[src/rtl/tmr0_wdt_ctrl_pkg.sv]
// -----------------------------------------------------------------------------
// tmr0_wdt_ctrl_pkg
// Shared definitions for the TMR0 / watchdog control slice: power FSM
// encoding, OPTION register field positions and reset value, the default
// watchdog base period, and the prescaler terminal-mask helper.
// -----------------------------------------------------------------------------
package tmr0_wdt_ctrl_pkg;

    // OPTION register layout: {T0CS, T0SE, PSA, PS[2:0]}
    localparam int unsigned OPT_W      = 6;
    localparam int unsigned OPT_T0CS   = 5;
    localparam int unsigned OPT_T0SE   = 4;
    localparam int unsigned OPT_PSA    = 3;
    localparam int unsigned OPT_PS_MSB = 2;
    localparam int unsigned OPT_PS_LSB = 0;
    localparam int unsigned PS_W       = 3;

    localparam logic [OPT_W-1:0] OPTION_RST = 6'h3F;

    // Prescaler width and post-TMR0-write suppression length
    localparam int unsigned PSC_W     = 8;
    localparam int unsigned SUP_W     = 2;
    localparam int unsigned SUP_CYC   = 2;

    localparam int unsigned WDT_BASE_DEFAULT = 1024;

    // Power-state encoding
    typedef enum logic [1:0] {
        ST_RUN  = 2'd0,
        ST_SLP  = 2'd1,
        ST_WAKE = 2'd2
    } pwr_state_e;

    // Low-bit mask whose all-ones value marks the last count of a prescale
    // period: 2^(PS+1) when the prescaler serves TMR0, 2^PS when it serves
    // the watchdog.  Computed in 9 bits so PS=7 toward TMR0 yields 8'hFF.
    function automatic logic [PSC_W-1:0] psc_mask(input logic [PS_W-1:0] ps,
                                                  input logic            psa);
        logic [3:0] sh;
        logic [8:0] span;
        sh   = psa ? {1'b0, ps} : ({1'b0, ps} + 4'd1);
        span = 9'd1 << sh;
        return PSC_W'(span - 9'd1);
    endfunction

endpackage : tmr0_wdt_ctrl_pkg

[src/rtl/tmr0_wdt_ctrl_t0cki_sync.sv]
// -----------------------------------------------------------------------------
// t0cki_sync
// Two-flop synchroniser for the asynchronous T0CKI pin followed by a one-flop
// history stage and a selectable edge detector.  A pin change shows up on
// edge_c in the cycle after the second synchroniser flop captures it.
//
// Ports
//   clk      in   system clock
//   rst      in   synchronous active-high reset
//   pin      in   asynchronous external clock pin
//   fall_sel in   0: detect rising edges, 1: detect falling edges
//   edge_c   out  combinational one-cycle edge indication
// -----------------------------------------------------------------------------
module t0cki_sync (
    input  logic clk,
    input  logic rst,
    input  logic pin,
    input  logic fall_sel,
    output logic edge_c
);

    logic sync1_q;
    logic sync2_q;
    logic hist_q;

    // Synchroniser chain plus history flop for edge detection
    always_ff @(posedge clk) begin
        if (rst) begin
            sync1_q <= 1'b0;
            sync2_q <= 1'b0;
            hist_q  <= 1'b0;
        end else begin
            sync1_q <= pin;
            sync2_q <= sync1_q;
            hist_q  <= sync2_q;
        end
    end

    assign edge_c = fall_sel ? (~sync2_q & hist_q) : (sync2_q & ~hist_q);

endmodule : t0cki_sync

[src/rtl/tmr0_wdt_ctrl.sv]
// -----------------------------------------------------------------------------
// tmr0_wdt_ctrl
// TMR0 increment source, shared 8-bit prescaler, watchdog base counter and
// the RUN/SLP/WAKE power FSM of a small PIC-style core.
//
// Ports
//   clk          in   system clock, one instruction cycle per rising edge
//   rst          in   synchronous active-high reset
//   option_wr    in   load OPTION from option_data
//   option_data  in   {T0CS, T0SE, PSA, PS[2:0]}
//   t0cki        in   asynchronous external TMR0 clock pin
//   tmr0_wr      in   register file writes TMR0 this cycle
//   wdt_en       in   watchdog enable fuse (static)
//   CLRWDT       in   CLRWDT instruction strobe
//   SLEEP        in   SLEEP instruction strobe
//   option_q     out  current OPTION value
//   tmr0_inc     out  one-cycle TMR0 increment pulse
//   wdtmr        out  one-cycle watchdog time-out pulse
//   sleeping     out  high in SLP and WAKE
//   wdt_rst_req  out  one-cycle core reset request on time-out while running
//   wake         out  one-cycle wake pulse on time-out while sleeping
// -----------------------------------------------------------------------------
module tmr0_wdt_ctrl
    import tmr0_wdt_ctrl_pkg::*;
#(
    parameter int unsigned WDT_BASE = WDT_BASE_DEFAULT
) (
    input  logic             clk,
    input  logic             rst,
    input  logic             option_wr,
    input  logic [OPT_W-1:0] option_data,
    input  logic             t0cki,
    input  logic             tmr0_wr,
    input  logic             wdt_en,
    input  logic             CLRWDT,
    input  logic             SLEEP,
    output logic [OPT_W-1:0] option_q,
    output logic             tmr0_inc,
    output logic             wdtmr,
    output logic             sleeping,
    output logic             wdt_rst_req,
    output logic             wake
);

    localparam int unsigned               WDT_W   = $clog2(WDT_BASE);
    localparam logic [WDT_W-1:0]          WDT_MAX = WDT_W'(WDT_BASE - 1);

    pwr_state_e        state_q;
    pwr_state_e        state_nx;

    logic [PSC_W-1:0]  psc_q;
    logic [WDT_W-1:0]  wdt_cnt_q;
    logic [SUP_W-1:0]  sup_q;

    logic              t0cs;
    logic              psa;
    logic [PS_W-1:0]   ps;
    logic [PSC_W-1:0]  mask;

    logic              ext_edge_c;
    logic              src_tick_c;
    logic              base_tick_c;
    logic              wdt_clr_c;
    logic              psc_hit_c;
    logic              psc_clr_c;
    logic              psc_inc_c;
    logic              inc_c;
    logic              timeout_c;

    logic              tmr0_inc_d;
    logic              wdtmr_d;
    logic              sleeping_d;
    logic              wdt_rst_req_d;
    logic              wake_d;

    // OPTION field decode
    assign t0cs = option_q[OPT_T0CS];
    assign psa  = option_q[OPT_PSA];
    assign ps   = option_q[OPT_PS_MSB:OPT_PS_LSB];
    assign mask = psc_mask(ps, psa);

    t0cki_sync u_t0cki_sync (
        .clk      (clk),
        .rst      (rst),
        .pin      (t0cki),
        .fall_sel (option_q[OPT_T0SE]),
        .edge_c   (ext_edge_c)
    );

    // Internal source only runs while the core is executing; the external
    // pin keeps counting through sleep.
    assign src_tick_c  = t0cs ? ext_edge_c : (state_q == ST_RUN);
    assign base_tick_c = wdt_en && (wdt_cnt_q == WDT_MAX);
    assign wdt_clr_c   = CLRWDT | SLEEP;
    assign psc_hit_c   = (psc_q & mask) == mask;

    assign psc_clr_c = (option_wr && (option_data[OPT_PSA] != psa))
                     | (tmr0_wr & ~psa)
                     | (wdt_clr_c & psa);
    assign psc_inc_c = psa ? base_tick_c : src_tick_c;

    // TMR0 increment, masked in the write cycle and the two that follow
    assign inc_c = (psa ? src_tick_c : (src_tick_c & psc_hit_c))
                 & ~tmr0_wr & (sup_q == '0);

    // A coincident CLRWDT/SLEEP wins over the time-out
    assign timeout_c = base_tick_c & ~wdt_clr_c & (~psa | psc_hit_c);

    // OPTION register
    always_ff @(posedge clk) begin
        if (rst) begin
            option_q <= OPTION_RST;
        end else if (option_wr) begin
            option_q <= option_data;
        end
    end

    // Shared prescaler; any clear takes precedence over a count
    always_ff @(posedge clk) begin
        if (rst || psc_clr_c) begin
            psc_q <= '0;
        end else if (psc_inc_c) begin
            psc_q <= psc_q + PSC_W'(1);
        end
    end

    // Watchdog base counter, parked at zero when the fuse is off
    always_ff @(posedge clk) begin
        if (rst || !wdt_en || wdt_clr_c || (wdt_cnt_q == WDT_MAX)) begin
            wdt_cnt_q <= '0;
        end else begin
            wdt_cnt_q <= wdt_cnt_q + WDT_W'(1);
        end
    end

    // Post-write suppression countdown
    always_ff @(posedge clk) begin
        if (rst) begin
            sup_q <= '0;
        end else if (tmr0_wr) begin
            sup_q <= SUP_W'(SUP_CYC);
        end else if (sup_q != '0) begin
            sup_q <= sup_q - SUP_W'(1);
        end
    end

    // FSM state register
    always_ff @(posedge clk) begin
        if (rst) begin
            state_q <= ST_RUN;
        end else begin
            state_q <= state_nx;
        end
    end

    // FSM next-state logic
    always_comb begin
        state_nx = state_q;
        unique case (state_q)
            ST_RUN:  if (SLEEP)     state_nx = ST_SLP;
            ST_SLP:  if (timeout_c) state_nx = ST_WAKE;
            ST_WAKE: state_nx = ST_RUN;
            default: state_nx = ST_RUN;
        endcase
    end

    // FSM output decode (registered below)
    always_comb begin
        tmr0_inc_d    = inc_c;
        wdtmr_d       = timeout_c;
        wdt_rst_req_d = 1'b0;
        wake_d        = 1'b0;
        sleeping_d    = (state_nx != ST_RUN);
        unique case (state_q)
            ST_RUN:  wdt_rst_req_d = timeout_c;
            ST_SLP:  wake_d        = timeout_c;
            default: ;
        endcase
    end

    // Output registers
    always_ff @(posedge clk) begin
        if (rst) begin
            tmr0_inc    <= 1'b0;
            wdtmr       <= 1'b0;
            sleeping    <= 1'b0;
            wdt_rst_req <= 1'b0;
            wake        <= 1'b0;
        end else begin
            tmr0_inc    <= tmr0_inc_d;
            wdtmr       <= wdtmr_d;
            sleeping    <= sleeping_d;
            wdt_rst_req <= wdt_rst_req_d;
            wake        <= wake_d;
        end
    end

endmodule : tmr0_wdt_ctrl
[config.mk]
export PLATFORM = sky130hd
export DESIGN_NAME = tmr0_wdt_ctrl
export DESIGN_NICKNAME = d
export VERILOG_FILES = /design/src/rtl/tmr0_wdt_ctrl_pkg.sv /design/src/rtl/tmr0_wdt_ctrl_t0cki_sync.sv /design/src/rtl/tmr0_wdt_ctrl.sv
export SDC_FILE = /design/constraint.sdc
export NUM_CORES = 1
export LEC_CHECK = 0
export CAP_MARGIN = 5
export CORE_ASPECT_RATIO = 1.5
export CORE_MARGIN = 5
export CORE_UTILIZATION = 35
export CTS_CLUSTER_SIZE = 25
export DETAILED_ROUTE_END_ITERATION = 8
export GPL_TIMING_DRIVEN = 0
export SLEW_MARGIN = 10
export SYNTH_ARGS = -nofsm -noshare
export SYNTH_HDL_FRONTEND = slang
export SYNTH_SLANG_ARGS = --single-unit
[constraint.sdc]
create_clock -name clk -period 4.43 [get_ports clk]
set_input_delay 0.886 -clock clk [delete_from_list [all_inputs] [get_ports clk]]
set_output_delay 0.886 -clock clk [all_outputs]
set_load 0.02 [all_outputs]
==> run metrics, run 1 <==
status=complete, no violations; WS Path Type=register to register; initial antenna violation count=0; top-count cell post-synth=dfxtp_1; worst path cell trace=ha_1 -> a21boi_2 -> a2bb2oi_1 -> or2_2 -> ha_1 -> nor2_1 -> a41o_1 -> a211oi_1 -> o211ai_1 -> o31a_1 -> nor4b_2; CTS max path bufs=2; postcts setup bufs=0; Slew Limit Headroom=52.9%; post-synthesis mux area share=3.37%; Clock H-tree levels=2; Initial Util=35.7%; Design Power=0.667 mW; CP Launch Type=register; Area contributors post-synth=dfxtp_1, nor2_1, xnor2_1; fmax=316 MHz; synthesized cell area=0.00182 mm^2; clock skew=0.00571 ns; Buffers & Inverters on Critical Path=0; R2R Setup Slk=1.26 ns; largest stage delay on the critical path=0.57 ns; largest family of logic cells by synthesized area=simple AND/OR/NAND/NOR gates; Clk Latency, worst-skew pair=0.28 ns; Leak=0.802 nW; Post-synth EDFFs=0; Post-DP HPWL=2900 um; share of the synthesized area in the top cell type=39.7%; GRT overflow=0; Synth cell types=51; Avg WL per Cell=12.4 um; Power Dens Cells=301 mW/mm^2; worst hold path type=register to register; total iterations of the first detailed-routing run=4; register area share after synthesis=39.7%; Slew Limit Fails=0; most used cell along the critical path=ha_1; syn_nets=227; Ports=25; die width=68.8 um; Primary FF master, synth=dfxtp_1; Hold Path End=u_t0cki_sync.sync2_q; Crit path max-delay family=compound AO/OA/AOI/OAI gates; Synth-to-Final Area Change=21.9%; TritonCTS clock tree=built; routability cong.=0.793; leading area contributor after synthesis=dfxtp_1; Worst EP required=4.62 ns; worst vdd ir=190 uV; nets=256; number of synthesized register bits=36; Syn Inst Count=209; layout cells sized above 1=8.37%; max-cap viol count=0; min-delay src=u_t0cki_sync.sync1_q; DRC Markers=0; Antenna Nets Post-Route=0; CTS root buffer=clkbuf_8; GRT Resource Usage Total=12.4%; Clk pin slew, worst setup/hold paths=0.07 ns; Post-Synth XOR/XNOR Area=7.23%; post-cts sizing count=0; initial drt markers=53; vias in the first global route=1507; FP Rows=32; r2r endpoint=wdt_rst_req; TritonCTS Buffers=5; synth cell count leaders=dfxtp_1, nor2_1, nand2_1; Hold Path Cell Cnt=1; Synth Area in Simple Gates=26.2%; worst r2r src=option_q[1]; crit path DAT=3.36 ns; R2R depth=11; die span in y=98.2 um; Final Setup Violations=0; synthesized area per cell=8.69 um^2; ant diodes=0; Hold-fix buffers, CTS=0; adder-cell share of the synthesized area=2.75%; RSZ-0062 raised after global routing=false; Compound-Gate Fraction of Synth Area=16.7%; Synth Warn #=0; Worst Path Max Fanout=11; slowest CP cell=dfxtp_1; async set-reset flop share out of synthesis=0%; Tmin final=3.17 ns; Setup Total Neg Slack=0 ns; Final period util=71.5%; first-pass GRT wire length=6550 um; core footprint=0.00508 mm^2; final hold viol count=0; measured slew at the worst slew-check pin=0.704 ns; Sink Count=36; Via-to-Cell Ratio=5.04; Die ar.=0.00676 mm^2; Critical Path End Type=register; routed via count=1546; largest net degree at the start of global routing=12; # port buffers=22; hold_ws=0.444 ns; WL final=3800 um
cells in the final DEF (no fill, tap or decap), drive strengths merged, types with 10 or more instances in the layout:
cell	n
nand2	14
clkbuf	10
xnor2	11
nand3	13
a21oi	11
clkdlybuf4s50	22
dfxtp	36
nor2	32
routing by layer:
metal  global-route usage, %  vias up  wire length, um
met5                       0        -                0
met4                    5.11        0               57
met3                    3.22        8              116
met2                    21.3       20             2010
met1                    13.9      717             1620
li1                        -      801                -
worst max-delay path by stage:
stage	to	depth (start not counted)	start	slack, ns
CTS	wdt_rst_req	11	option_q[1]	1.22
detailed placement	wdt_rst_req	11	option_q[1]	1.26
global placement	wdt_rst_req	11	option_q[1]	1.25
finish	wdt_rst_req	11	option_q[1]	1.26
global route	wdt_rst_req	11	option_q[1]	0.97
floorplan	wdt_rst_req	11	option_q[1]	1.50
cell type report:
cell class	count	area, um^2
Multi-Input combinational cell	158	1020
Tap cell	68	85.1
Clock buffer	6	82.6
Buffer	8	48.8
Fill cell	529	2870
Timing Repair Buffer	22	220
Clock inverter	2	10.0
Inverter	7	26.3
Sequential cell	36	721
cells by family (layout without fill, tap and decap cells):
group	Yosys count	count (layout)
fa+ha+maj	4	4
simple gates	93	93
buf+inv	15	45
mux	6	6
compound gates	40	40
flops	36	36
xor+xnor	15	15
state kept, by name (all words and copies together) (netlist names):
signal,flops
wdt_cnt_q,10
sleeping,1
wdtmr,1
option_q,6
u_t0cki_sync.hist_q,1
wdt_rst_req,1
state_q,2
sup_q,2
wake,1
psc_q,8
u_t0cki_sync.sync2_q,1
u_t0cki_sync.sync1_q,1
tmr0_inc,1
per-stage QoR:
stage	util (%)	cell area, um^2	instances	setup slack (ns)
after floorplan	-	1820	209	1.50
after global placement	41.7	2120	299	1.25
after detailed placement	41.7	2120	299	1.26
after CTS	43.6	2210	307	1.22
after global routing	43.6	2210	307	0.968
final	43.6	2210	307	1.26
report_power, final:
group          switching, mW  internal [mW]
logic                 0.0477         0.0435
clock network          0.113          0.124
registers            0.00769          0.331
total                  0.169          0.498
worst register-to-register path: cells and delay by family, from the launching register on:
kind | cells | cell delay [ns]
AO/OA/AOI/OAI | 6 | 1.29
adder cells (fa/ha/maj) | 2 | 0.61
flip-flops | 1 | 0.57
AND/OR/NAND/NOR | 3 | 0.60
(Power assumes the default switching activity.)
==> run 2: changes to the inputs <==
clock period = 2.55 ns   (was 4.43 ns; I/O delays follow)
==> run 2 against run 1 <==
Maximum frequency increased by 20%. Power rose by 82%. Utilization is 2.9 points higher. Final area up 6.7%. The run now ends with negative setup slack left. Sequential power up 72%. Largest power group unchanged. Sequential share of layout area fell by 1.5 points.
==> run metrics, run 2 (same netlist as run 1, synthesis figures left out) <==
status=finished, violations left; violated checks=negative setup slack; measured slew at the worst slew-check pin=0.713 ns (+0.00965 ns); clock skew=0.00766 ns (+0.00196 ns); routability cong.=0.796 (+0.40%); commonest non-fill, non-tap cell in the layout=dfxtp_1; Slew Limit Headroom=52.2% (-0.65 points); GRT overflow=0 (unchanged); DRC Markers=0 (unchanged); initial drt markers=67 (+26%); FILL cells=523 (-1.1%); min-delay src=wdt_cnt_q[0]; max reg flops=10 (unchanged); slowest CP cell=or3b_4; first-pass GRT wire length=6980 um (+6.6%); Sink Count=36 (unchanged); Design Power=1.22 mW (+82%); crit path DAT=2.83 ns (-0.53 ns); routed via count=1570 (+1.6%); total iterations of the first detailed-routing run=4 (unchanged); FP Rows=32 (unchanged); Die ar.=0.00676 mm^2 (unchanged); layout cells sized above 1=17.9% (+9.5 points); hold_ws=0.442 ns (-0.00255 ns); die width=68.8 um (unchanged); initial antenna violation count=0 (unchanged); RSZ-0062 raised after global routing=true; Ports=25 (unchanged); max-cap viol count=0 (unchanged); largest net degree at the start of global routing=11 (-1); Clk Latency, worst-skew pair=0.28 ns (about the same); Avg WL per Cell=12.8 um (+3.0%); worst r2r src=option_q[1]; CTS root buffer=clkbuf_8; Final WS setup=-0.0840 ns (-1.35 ns); core footprint=0.00508 mm^2 (unchanged); worst vdd ir=486 uV (+160%); Synth-to-Final Area Change=30.1%; Worst Path Max Fanout=5 (-6); Worst EP required=2.74 ns (-1.88 ns); CP Launch Type=register; Setup WS pre-CTS=-0.246 ns (-1.51 ns); nets=264 (+3.1%); most frequent cells in the layout=dfxtp_1, nor2_1, clkdlybuf4s50_1; WL final=4010 um (+5.4%); fmax=380 MHz (+20%); Antenna Nets Post-Route=0 (unchanged); Final Setup Violations=4 (+4); vias in the first global route=1555 (+3.2%); Post-DP HPWL=2890 um (-0.44%); Initial Util=35.7% (unchanged); largest stage delay on the critical path=0.39 ns (-0.18 ns); Clk pin slew, worst setup/hold paths=0.07 ns (about the same); die span in y=98.2 um (unchanged); Top Registers=wdt_cnt_q (10), psc_q (8), option_q (6); GRT Resource Usage Total=13.2% (+0.86 points); Slew Limit Fails=0 (unchanged); Via-to-Cell Ratio=5.00 (-0.71%); worst path cell trace=ha_4 -> or3b_4 -> nor2_2 -> nor2_1 -> ha_1 -> nor2_1 -> a41o_1 -> a211oi_2 -> o211ai_1 -> o31a_1 -> nor4b_2; final non-filler cell total=314 (+2.3%); placed cell area=0.00215 mm^2 (+1.4%); Hold-fix buffers, CTS=0 (unchanged); TritonCTS Buffers=5 (unchanged); Design Area, Final=0.00236 mm^2 (+6.7%); Final period util=103% (+32 points); Clock H-tree levels=2 (unchanged); Power Dens Cells=515 mW/mm^2 (+71%); WS Path Type=register to register; worst hold path type=register to register; Critical Path End Type=register; Leak=0.860 nW (+7.2%); Largest Register=wdt_cnt_q; CTS max path bufs=2 (unchanged); final hold viol count=0 (unchanged); placed cell count=299 (unchanged); ant diodes=0 (unchanged); TritonCTS clock tree=built; # port buffers=22 (unchanged); Worst Setup SP=option_q[1]; most used cell along the critical path=nor2_1; Tmin final=2.63 ns (-0.531 ns)
run 2: cell count changes in the layout (fill, tap and decap cells not counted), sizes merged:
cell / before / now
buf: 4 / 13
clkinv: 2 / 0
run 2: worst max-delay path, delay by kind of cell (launching register included):
| kind | cells | cell delay [ns] |
|---|---|---|
| flip-flops | 1 | 0.36 |
| adder cells (fa/ha/maj) | 2 | 0.52 |
| AND/OR/NAND/NOR | 5 | 0.82 |
| AO/OA/AOI/OAI | 4 | 0.85 |
run 2: repair_timing:
item                                    CTS  global route
resized for setup                         8             9
buffers inserted                          6             2
cloned                                    0             0
pin swaps                                 6             5
endpoints found under the setup margin    6             6
run 2: through the flow:
stage               setup TNS [ns]  utilization [%]
floorplan                   -0.129                -
global placement             -1.18             42.3
detailed placement          -0.979             42.3
CTS                         -0.331             45.5
global route                -0.749             46.5
finish                      -0.178             46.5
run 2: metal layers:
metal | GRT usage [%] | up-vias | wire, um
li1 | - | 809 | -
met1 | 15.9 | 733 | 1760
met2 | 22.1 | 20 | 2050
met3 | 2.99 | 8 | 123
met4 | 5.11 | 0 | 72
met5 | 0 | - | 0
run 2: path summary, 6_finish.rpt:
check / cells past startpoint / to / slack [ns]
setup / recovery: 11 / wdt_rst_req / -0.08
setup reg to reg: 11 / wdt_rst_req / -0.08
hold / removal: 1 / wdt_cnt_q[0] / 0.44
hold reg to reg: 1 / wdt_cnt_q[0] / 0.44
run 2: power breakdown:
group	internal (mW)	switching, mW
registers	0.574	0.00956
logic	0.0993	0.0989
clock network	0.241	0.195
run 2: layout make-up:
cell class                 instances  area, um^2  area share, %
timing repair buffer              30         280           11.9
tap                               68        85.1           3.60
sequential                        36         733           31.0
clock buffer                       7        96.3           4.08
buffer                             8        57.6           2.44
inverter                           7        26.3           1.11
multi-input combinational        158        1080           45.9
==> run 3: changes to the inputs <==
CAP_MARGIN = default   (was 5)
TNS_END_PERCENT = 5   (was default)
==> run 3 against run 2 <==
The flow still finishes with violations (negative setup slack). Non-clock buffer count is 3 lower. Critical endpoint unchanged. Count of clock-buffer cells in the layout is 1 lower. First-iteration DRC count is 18% lower. Maximum frequency is 0.94% lower. Sequential power hardly changed.
==> run metrics, run 3 (same netlist as run 1, synthesis figures left out) <==
switching share of total power=25.6% (+0.66 points); combinational fraction of design power=16.4% (about the same); Slew Limit Headroom=53.3% (+1.1 points); initial drt markers=55 (-18%); Critical Path End Type=register; layout cells sized above 1=14.8% (-3.1 points); M1 wire length=1580 um (-10%); largest net degree at the start of global routing=11 (unchanged); CP Launch Type=register; Tmin final=2.66 ns (+0.0249 ns); Final WS setup=-0.109 ns (-0.0249 ns); Top Registers=wdt_cnt_q (10), psc_q (8), option_q (6); worst hold path type=register to register; die span in y=98.2 um (unchanged); RSZ-0062 raised after global routing=true; Sink Count=36 (unchanged); Top Layer Used=met4; Hold-fix buffers, CTS=0 (unchanged); die width=68.8 um (unchanged); worst vdd ir=356 uV (-27%); CTS root buffer=clkbuf_8; crit path DAT=2.86 ns (+0.03 ns); final hold viol count=0 (unchanged); most frequent cells in the layout=dfxtp_1, nor2_1, clkdlybuf4s50_1; status=finished, violations left; Setup Total Neg Slack=-0.194 ns (-0.0155 ns); violated checks=negative setup slack; # port buffers=22 (unchanged); first-pass GRT wire length=6700 um (-4.1%); placed cell area=0.00215 mm^2 (unchanged); Design Area, Final=0.00230 mm^2 (-2.5%); core footprint=0.00508 mm^2 (unchanged); Die ar.=0.00676 mm^2 (unchanged); ant diodes=0 (unchanged); initial antenna violation count=0 (unchanged); R2R Setup Slk=-0.11 ns (-0.02 ns); Largest Register=wdt_cnt_q; Int Pwr=0.854 mW (-6.6%); switching power=0.294 mW (-3.2%); WS Path Type=register to register; fmax=376 MHz (-0.94%); Worst EP required=2.75 ns (about the same); Power Dens Cells=498 mW/mm^2 (-3.3%); GRT overflow=0 (unchanged); Clock H-tree levels=2 (unchanged); WL final=3940 um (-1.6%); routability cong.=0.786 (-1.3%); Slew Limit Fails=0 (unchanged); routed via count=1567 (-0.19%); TritonCTS clock tree=built; Worst Path Max Fanout=5 (unchanged); DRC Markers=0 (unchanged); Reg power frac=50.9% (+3.0 points); Clk Latency, worst-skew pair=0.29 ns (about the same); Synth-to-Final Area Change=26.8%; max reg flops=10 (unchanged); Avg WL per Cell=12.7 um (-0.67%); routed wl met2=2120 um (+3.6%); clock power share=32.6% (-3.2 points); GRT Resource Usage Total=12.9% (-0.31 points); vias in the first global route=1536 (-1.2%); Final period util=104% (+0.98 points); Leak=0.830 nW (-3.5%); Final Setup Violations=3 (-1); FP Rows=32 (unchanged); measured slew at the worst slew-check pin=0.698 ns (-0.0159 ns); commonest non-fill, non-tap cell in the layout=dfxtp_1; Via-to-Cell Ratio=5.04 (+0.77%); max-cap viol count=0 (unchanged); Antenna Nets Post-Route=0 (unchanged); CTS max path bufs=2 (unchanged); Initial Util=35.7% (unchanged); Clk pin slew, worst setup/hold paths=0.07 ns (about the same); TritonCTS Buffers=5 (unchanged); detailed route wirelength on metal3=152 um (+24%); Ports=25 (unchanged); total iterations of the first detailed-routing run=4 (unchanged); nets=261 (-1.1%); clock skew=0.00369 ns (-0.00398 ns); Post-DP HPWL=2910 um (+0.80%)
run 3: cell count changes in the layout (fill, tap and decap cells not counted), sizes merged:
cell,change
clkinv,+1
buf,-4
run 3: cell type report:
cell class	count	area, um^2
repair buffers	27	258
fillers	541	2780
inverters	7	26.3
plain buffers	8	53.8
clock buffers	6	72.6
multi-input cells	158	1070
clock inverters	1	5.00
well taps	68	85.1
flip-flops and latches	36	732
run 3: metrics by stage:
step	hold WS [ns]	power, mW	setup slack, ns	cells	util [%]
after global routing	0.465	1.22	-0.250	311	45.3
after floorplan	0.413	0.709	-0.0723	209	-
after global placement	0.424	0.767	-0.306	299	42.3
after detailed placement	0.428	0.767	-0.270	299	42.3
final	0.439	1.15	-0.109	311	45.3
after CTS	0.446	1.16	-0.191	311	44.9
run 3: worst paths after layout:
path / start / to / cells after the start
max: option_q[1] / wdt_rst_req / 11
min: u_t0cki_sync.sync1_q / u_t0cki_sync.sync2_q / 1
max reg2reg: option_q[1] / wdt_rst_req / 11
min reg2reg: u_t0cki_sync.sync1_q / u_t0cki_sync.sync2_q / 1
run 3: worst max-delay path, cell delays in order, from the launching register on:
cell      delay (ns)
dfxtp_4         0.35
ha_4            0.25
or3b_4          0.39
nor2_2          0.11
nor2_1          0.05
ha_1            0.29
nor2_1          0.04
a41o_1          0.21
a211oi_2        0.14
o211ai_1        0.16
o31a_1          0.34
nor4b_2         0.26
run 3: timing repair:
action / 4_1_cts / 5_1_grt
cloned: 0 / 0
pin swaps: 7 / 4
gates resized for setup: 5 / 6
setup buffers: 5 / 0
setup endpoints to repair: 6 / 6
run 3: power groups by stage:
stage / clock network, mW / logic [mW] / registers [mW]
2_1_floorplan: 0 / 0.102 / 0.607
3_3_place_gp: 0 / 0.165 / 0.602
3_5_place_dp: 0 / 0.165 / 0.602
4_1_cts: 0.391 / 0.183 / 0.584
5_1_grt: 0.424 / 0.206 / 0.586
6_report: 0.374 / 0.189 / 0.584
run 3: layer usage:
metal,vias to the layer above,global-route usage [%]
li1,807,-
met1,728,14.4
met2,24,21.8
met3,8,3.91
met4,0,5.71
met5,-,0
